--- src/rtl/inst_fetch_bridge.sv ---
// Instruction-fetch bridge: turns PC-stage requests into single-outstanding bus reads
// and buffers returned instructions in a 2-entry queue toward decode.
module inst_fetch_bridge #(
    parameter int ADDR_W = 32,
    parameter int INST_W = 32
) (
    input  logic              clk,
    input  logic              resetn,
    input  logic [ADDR_W-1:0] IF_pc,
    input  logic              Inst_Req_Vaild,
    input  logic              IF_delay_slot,
    input  logic              IF_flush,
    output logic              Inst_Req_Ack,
    output logic              inst_req,
    output logic [ADDR_W-1:0] inst_addr,
    input  logic              inst_addr_ok,
    input  logic              inst_data_ok,
    input  logic [INST_W-1:0] inst_rdata,
    input  logic              ID_allowin,
    output logic              IF_to_ID_valid,
    output logic [INST_W-1:0] IF_to_ID_inst,
    output logic [ADDR_W-1:0] IF_to_ID_pc,
    output logic              IF_to_ID_delay_slot,
    output logic              IF_to_ID_addr_err
);

    typedef enum logic [1:0] {IDLE, REQ, WAIT} state_t;

    typedef struct packed {
        logic [INST_W-1:0] inst;
        logic [ADDR_W-1:0] pc;
        logic              tag;
        logic              err;
    } entry_t;

    state_t      state, state_nxt;
    logic [ADDR_W-1:0] addr_q;
    logic        tag_q;
    logic        discard_q;
    logic        mis_ack_q;
    logic [1:0]  count_q, count_nxt;
    entry_t      ent_q [2];
    entry_t      ent_nxt [2];

    logic        pop, pending, credit, data_done, start, aligned;
    logic        push_data, push_mis;
    logic [2:0]  occ;
    entry_t      data_ent, mis_ent;

    assign pop       = (count_q != 2'd0) && ID_allowin;
    assign pending   = (state != IDLE);
    // Credit counts the in-flight read as an occupied slot and a pop this cycle as a freed one.
    assign occ       = {1'b0, count_q} + {2'b0, pending} - {2'b0, pop};
    assign credit    = (occ < 3'd2);
    assign data_done = (state == WAIT) && inst_data_ok;
    assign aligned   = (IF_pc[1:0] == 2'b00);
    // The ack cycle of a misaligned fetch still shows the old PC, so no start there.
    assign start     = ((state == IDLE) || data_done) && Inst_Req_Vaild && credit
                       && !IF_flush && !mis_ack_q;
    assign push_data = data_done && !discard_q && !IF_flush;
    assign push_mis  = start && !aligned;

    assign data_ent  = '{inst_rdata, addr_q, tag_q, 1'b0};
    assign mis_ent   = '{{INST_W{1'b0}}, IF_pc, IF_delay_slot, 1'b1};

    always_comb begin
        state_nxt = state;
        case (state)
            IDLE:    if (start && aligned) state_nxt = REQ;
            REQ:     if (inst_addr_ok) state_nxt = WAIT;
            WAIT:    if (inst_data_ok) state_nxt = (start && aligned) ? REQ : IDLE;
            default: state_nxt = IDLE;
        endcase
    end

    // Queue next-state: pop first, then append data return before a misaligned entry.
    always_comb begin
        ent_nxt[0] = pop ? ent_q[1] : ent_q[0];
        ent_nxt[1] = ent_q[1];
        count_nxt  = count_q - {1'b0, pop};
        if (push_data) begin
            if (count_nxt == 2'd0) ent_nxt[0] = data_ent;
            else                   ent_nxt[1] = data_ent;
            count_nxt = count_nxt + 2'd1;
        end
        if (push_mis) begin
            if (count_nxt == 2'd0) ent_nxt[0] = mis_ent;
            else                   ent_nxt[1] = mis_ent;
            count_nxt = count_nxt + 2'd1;
        end
        if (IF_flush) count_nxt = 2'd0;
    end

    always_ff @(posedge clk or negedge resetn) begin
        if (!resetn) begin
            state     <= IDLE;
            count_q   <= 2'd0;
            discard_q <= 1'b0;
            mis_ack_q <= 1'b0;
            addr_q    <= '0;
        end else begin
            state     <= state_nxt;
            count_q   <= count_nxt;
            mis_ack_q <= push_mis;
            if (data_done)                discard_q <= 1'b0;
            else if (IF_flush && pending) discard_q <= 1'b1;
            if (start && aligned)         addr_q    <= IF_pc;
        end
    end

    always_ff @(posedge clk) begin
        ent_q[0] <= ent_nxt[0];
        ent_q[1] <= ent_nxt[1];
        if (start && aligned) tag_q <= IF_delay_slot;
    end

    assign inst_req            = (state == REQ);
    assign inst_addr           = addr_q;
    assign Inst_Req_Ack        = ((state == REQ) && inst_addr_ok) || mis_ack_q;
    assign IF_to_ID_valid      = (count_q != 2'd0);
    assign IF_to_ID_inst       = IF_to_ID_valid ? ent_q[0].inst : '0;
    assign IF_to_ID_pc         = IF_to_ID_valid ? ent_q[0].pc   : '0;
    assign IF_to_ID_delay_slot = IF_to_ID_valid && ent_q[0].tag;
    assign IF_to_ID_addr_err   = IF_to_ID_valid && ent_q[0].err;

endmodule

--- config.mk ---
export PLATFORM = sky130hd
export DESIGN_NAME = inst_fetch_bridge
export DESIGN_NICKNAME = d
export VERILOG_FILES = /design/src/rtl/inst_fetch_bridge.sv
export SDC_FILE = /design/constraint.sdc
export NUM_CORES = 1
export LEC_CHECK = 0
export CAP_MARGIN = 30
export CELL_PAD_IN_SITES_DETAIL_PLACEMENT = 1
export CELL_PAD_IN_SITES_GLOBAL_PLACEMENT = 1
export CORE_ASPECT_RATIO = 0.7
export CORE_MARGIN = 3
export CORE_UTILIZATION = 27
export DETAILED_ROUTE_END_ITERATION = 10
export GPL_ROUTABILITY_DRIVEN = 0
export PLACE_DENSITY = 0.61
export SYNTH_ARGS = -nofsm -noshare
export SYNTH_HDL_FRONTEND = slang
export SYNTH_SLANG_ARGS = --single-unit
--- constraint.sdc ---
create_clock -name clk -period 10.71 [get_ports clk]
set_clock_uncertainty 0.1 [all_clocks]
set_input_delay 1.071 -clock clk [delete_from_list [all_inputs] [get_ports clk]]
set_output_delay 1.071 -clock clk [all_outputs]
set_load 0.01 [all_outputs]
==> results.py <==
metrics = {
    "outcome": {
        "status": "finished, final reports clean",
    },
    "synth": {
        "synth-main-ff-cell": "dfxtp_1",
        "syn_area_um2": 8160,
        "synth_edf_count": 1,
        "ys_ff_latch": 171,
        "yosysWarnings": 0,
        "async_reset_ff_share_pct": 22.2,
        "netlist_instances": 692,
        "seq_area_frac_synth_pct": 44.4,
        "synth_cell_type_count": 40,
        "syn_area_per_cell_um2": 11.8,
        "synth_nets": 769,
    },
    "power": {
        "leakage_uw": 0.00487,
        "p_per_area_nw_per_um2": 256,
        "ir_worst_vdd_mv": 0.106,
    },
    "floorplan": {
        "rows": 52,
        "ios": 173,
        "die_w_um": 214,
        "initial_utilization_pct": 27.8,
        "core_area_um2": 29300,
        "die_y_um": 151,
        "dieArea_um2": 32400,
    },
    "global_routing": {
        "grt_pass1_wl_mm": 35.2,
        "grt_max_degree": 53,
        "overflow": 0,
        "grt_use_total_pct": 14.4,
        "grt_pass1_vias": 6067,
        "antenna_found_initial": 1,
    },
    "sta": {
        "maxSlewViolCount": 0,
        "relSlewSlack_pct": 45.6,
        "clock.fmax_ghz": 0.243,
        "fin_crit_sh_pct": 38.4,
        "setup-tns-final_ps": 0,
        "hold_violations": 0,
        "tightest_slew_ps": 816,
        "grt_setup_unrepaired": "no",
        "fin_crit_ps": 4110,
        "setup_violations": 0,
        "post-route-worst-setup-slack_ps": 6600,
    },
    "critical_path": {
        "worstSetupEndpointType": "register",
        "arrival_ps": 4320,
        "path_max_fanout": 40,
        "cp.required_ps": 10920,
        "crit_type": "input pin to register",
        "crit_buf_inv": 3,
        "cpPeakStageDelay_ps": 570,
        "cp-start-kind": "input pin",
        "crit_slowest_cell": "buf_4",
        "cp_cell_sequence": "clkdlybuf4s50_1, o21ai_4, inv_1, ha_1, nand2b_1, fa_1, nand4_1, nor4b_4, buf_4, mux2_2",
        "cpLargestDelayFamily": "buffers and inverters",
    },
    "placement": {
        "place_ws_ps": 6130,
        "dpl.hpwl_mm": 15.3,
        "port-buffer-count": 172,
    },
    "final_layout": {
        "drive_above_1_share_pct": 32.3,
        "syn2layout_area_growth_pct": 33.0,
        "nets": 927,
    },
    "route": {
        "routedWlPerCell_um": 17.9,
        "drc_errors": 0,
        "wl_mm": 22.8,
        "dr.pass1.iters": 4,
        "drtIter0Drc": 84,
        "vias_per_cell": 4.43,
        "ant_nets": 0,
        "vias": 5628,
    },
    "cts": {
        "cts_buffers": 17,
        "clkSinkCount": 171,
        "cts_resized": 0,
        "root_buffer": "clkbuf_16",
        "post_cts.repair.setup_buffers": 0,
        "clk_pin_slew_ps": 60,
        "h-tree-depth": 4,
        "insertion_delay_ps": 420,
        "clock_path_buffers": 2,
        "cts_tree": "built",
        "ctsHoldBuffers": 0,
    },
    "hold_path": {
        "hold_path.class": "register to register",
    },
    "job": {
        "max-cap-violations": 0,
    },
}
registers in the layout, summed over array words and instances, names as in the netlist:
register,cells
ent_q,132
count_q,2
tag_q,1
discard_q,1
inst_addr,32
mis_ack_q,1
state,2
cell type report:
type	count	area, um2
fill	3169	18500
multi-input combinational	471	4310
sequential	171	3620
timing repair buffer	184	1850
tap	405	507
clock buffer	21	440
clock inverter	11	98.8
inverter	5	18.8
antenna	1	2.50
stage by stage:
step	std cells	power (uW)	hold WS, ps	utilization (%)	cell area (um2)
floorplan	692	1760	322	-	8160
global placement	1233	2190	337	34.9	10200
detailed placement	1235	2230	342	35.1	10300
CTS	1267	2830	361	36.9	10800
global route	1268	2980	376	37.0	10800
finish	1269	2770	361	37.0	10900
placed cells by master (no fill, tap or decap), drive strengths merged, types with 2 or more instances in the layout:
cell type,instances
mux2,228
clkdlybuf4s50,171
dfxtp,132
nor2,69
and2,66
mux2i,65
dfrtp,38
clkbuf,21
buf,13
clkinv,7
inv,5
ha,4
or2,4
o21ai,4
nand2b,3
a21o,3
clkinvlp,3
nor3,3
or3,3
xnor2,2
nand2,2
nor2b,2
worst paths after layout:
check	from	to	slack [ps]	cells past startpoint
worst max-delay path	ID_allowin	ent_q[0][31]	6600	10
worst min-delay path	ent_q[0][66]	ent_q[0][66]	360	1
worst max register to register	count_q[1]	ent_q[0][31]	7120	9
worst min register to register	ent_q[0][66]	ent_q[0][66]	360	1
max in group asynchronous	resetn	state[0]	9650	2
min in group asynchronous	resetn	inst_addr[19]	390	1
power breakdown:
part / leakage, uW / switching (uW) / internal (uW) / total [uW]
Clock: 0.000257 / 263 / 320 / 582
Sequential: 0.00157 / 162 / 912 / 1070
Combinational: 0.00304 / 428 / 691 / 1120
kinds of logic after synthesis:
| logic type | after synthesis | share of synthesized area, % |
|---|---|---|
| DFF | 171 | 44.4 |
| and+or+nand+nor | 160 | 10.6 |
| muxes | 293 | 39.8 |
| adders and majority gates | 5 | 0.859 |
| xor gates and xnor gates | 3 | 0.322 |
| buffers and inverters | 50 | 3.24 |
| AOI/OAI and AO/OA | 10 | 0.782 |
worst reg2reg max path: cells and delay by family, from the launching register on:
family          cells  cell delay (ps)
simple gates        3              840
fa+ha+maj           2              820
buf+inv             2              650
flops               1              470
mux                 1              420
compound gates      1              180
metal layers:
| metal | global-route usage (%) | vias to the layer above | routed length [um] |
|---|---|---|---|
| met5 | 0 | - | 13 |
| met1 | 18.9 | 2804 | 11100 |
| met4 | 3.53 | 2 | 190 |
| met2 | 23.4 | 97 | 10500 |
| met3 | 3.99 | 15 | 1040 |
| li1 | - | 2710 | - |
cells in the mapped netlist, types with 2 or more instances:
cell type / count / share of area [%]
xnor2_1: 2 / 0.21
nor3_1: 2 / 0.12
ha_1: 4 / 0.61
or3_4: 2 / 0.28
buf_6: 5 / 0.69
inv_1: 5 / 0.23
nand2b_1: 3 / 0.23
a21o_1: 3 / 0.28
or2_2: 3 / 0.23
nand2_1: 2 / 0.092
nor2b_1: 2 / 0.15
nor2_1: 69 / 3.2
dfxtp_1: 132 / 32
mux2i_1: 65 / 8.0
mux2_4: 8 / 1.5
and2_1: 66 / 5.1
buf_2: 28 / 1.7
dfrtp_1: 38 / 12
o21ai_0: 3 / 0.18
clkbuf_1: 11 / 0.51
mux2_2: 220 / 30
Note: power is estimated with default switching activity, not from simulation.
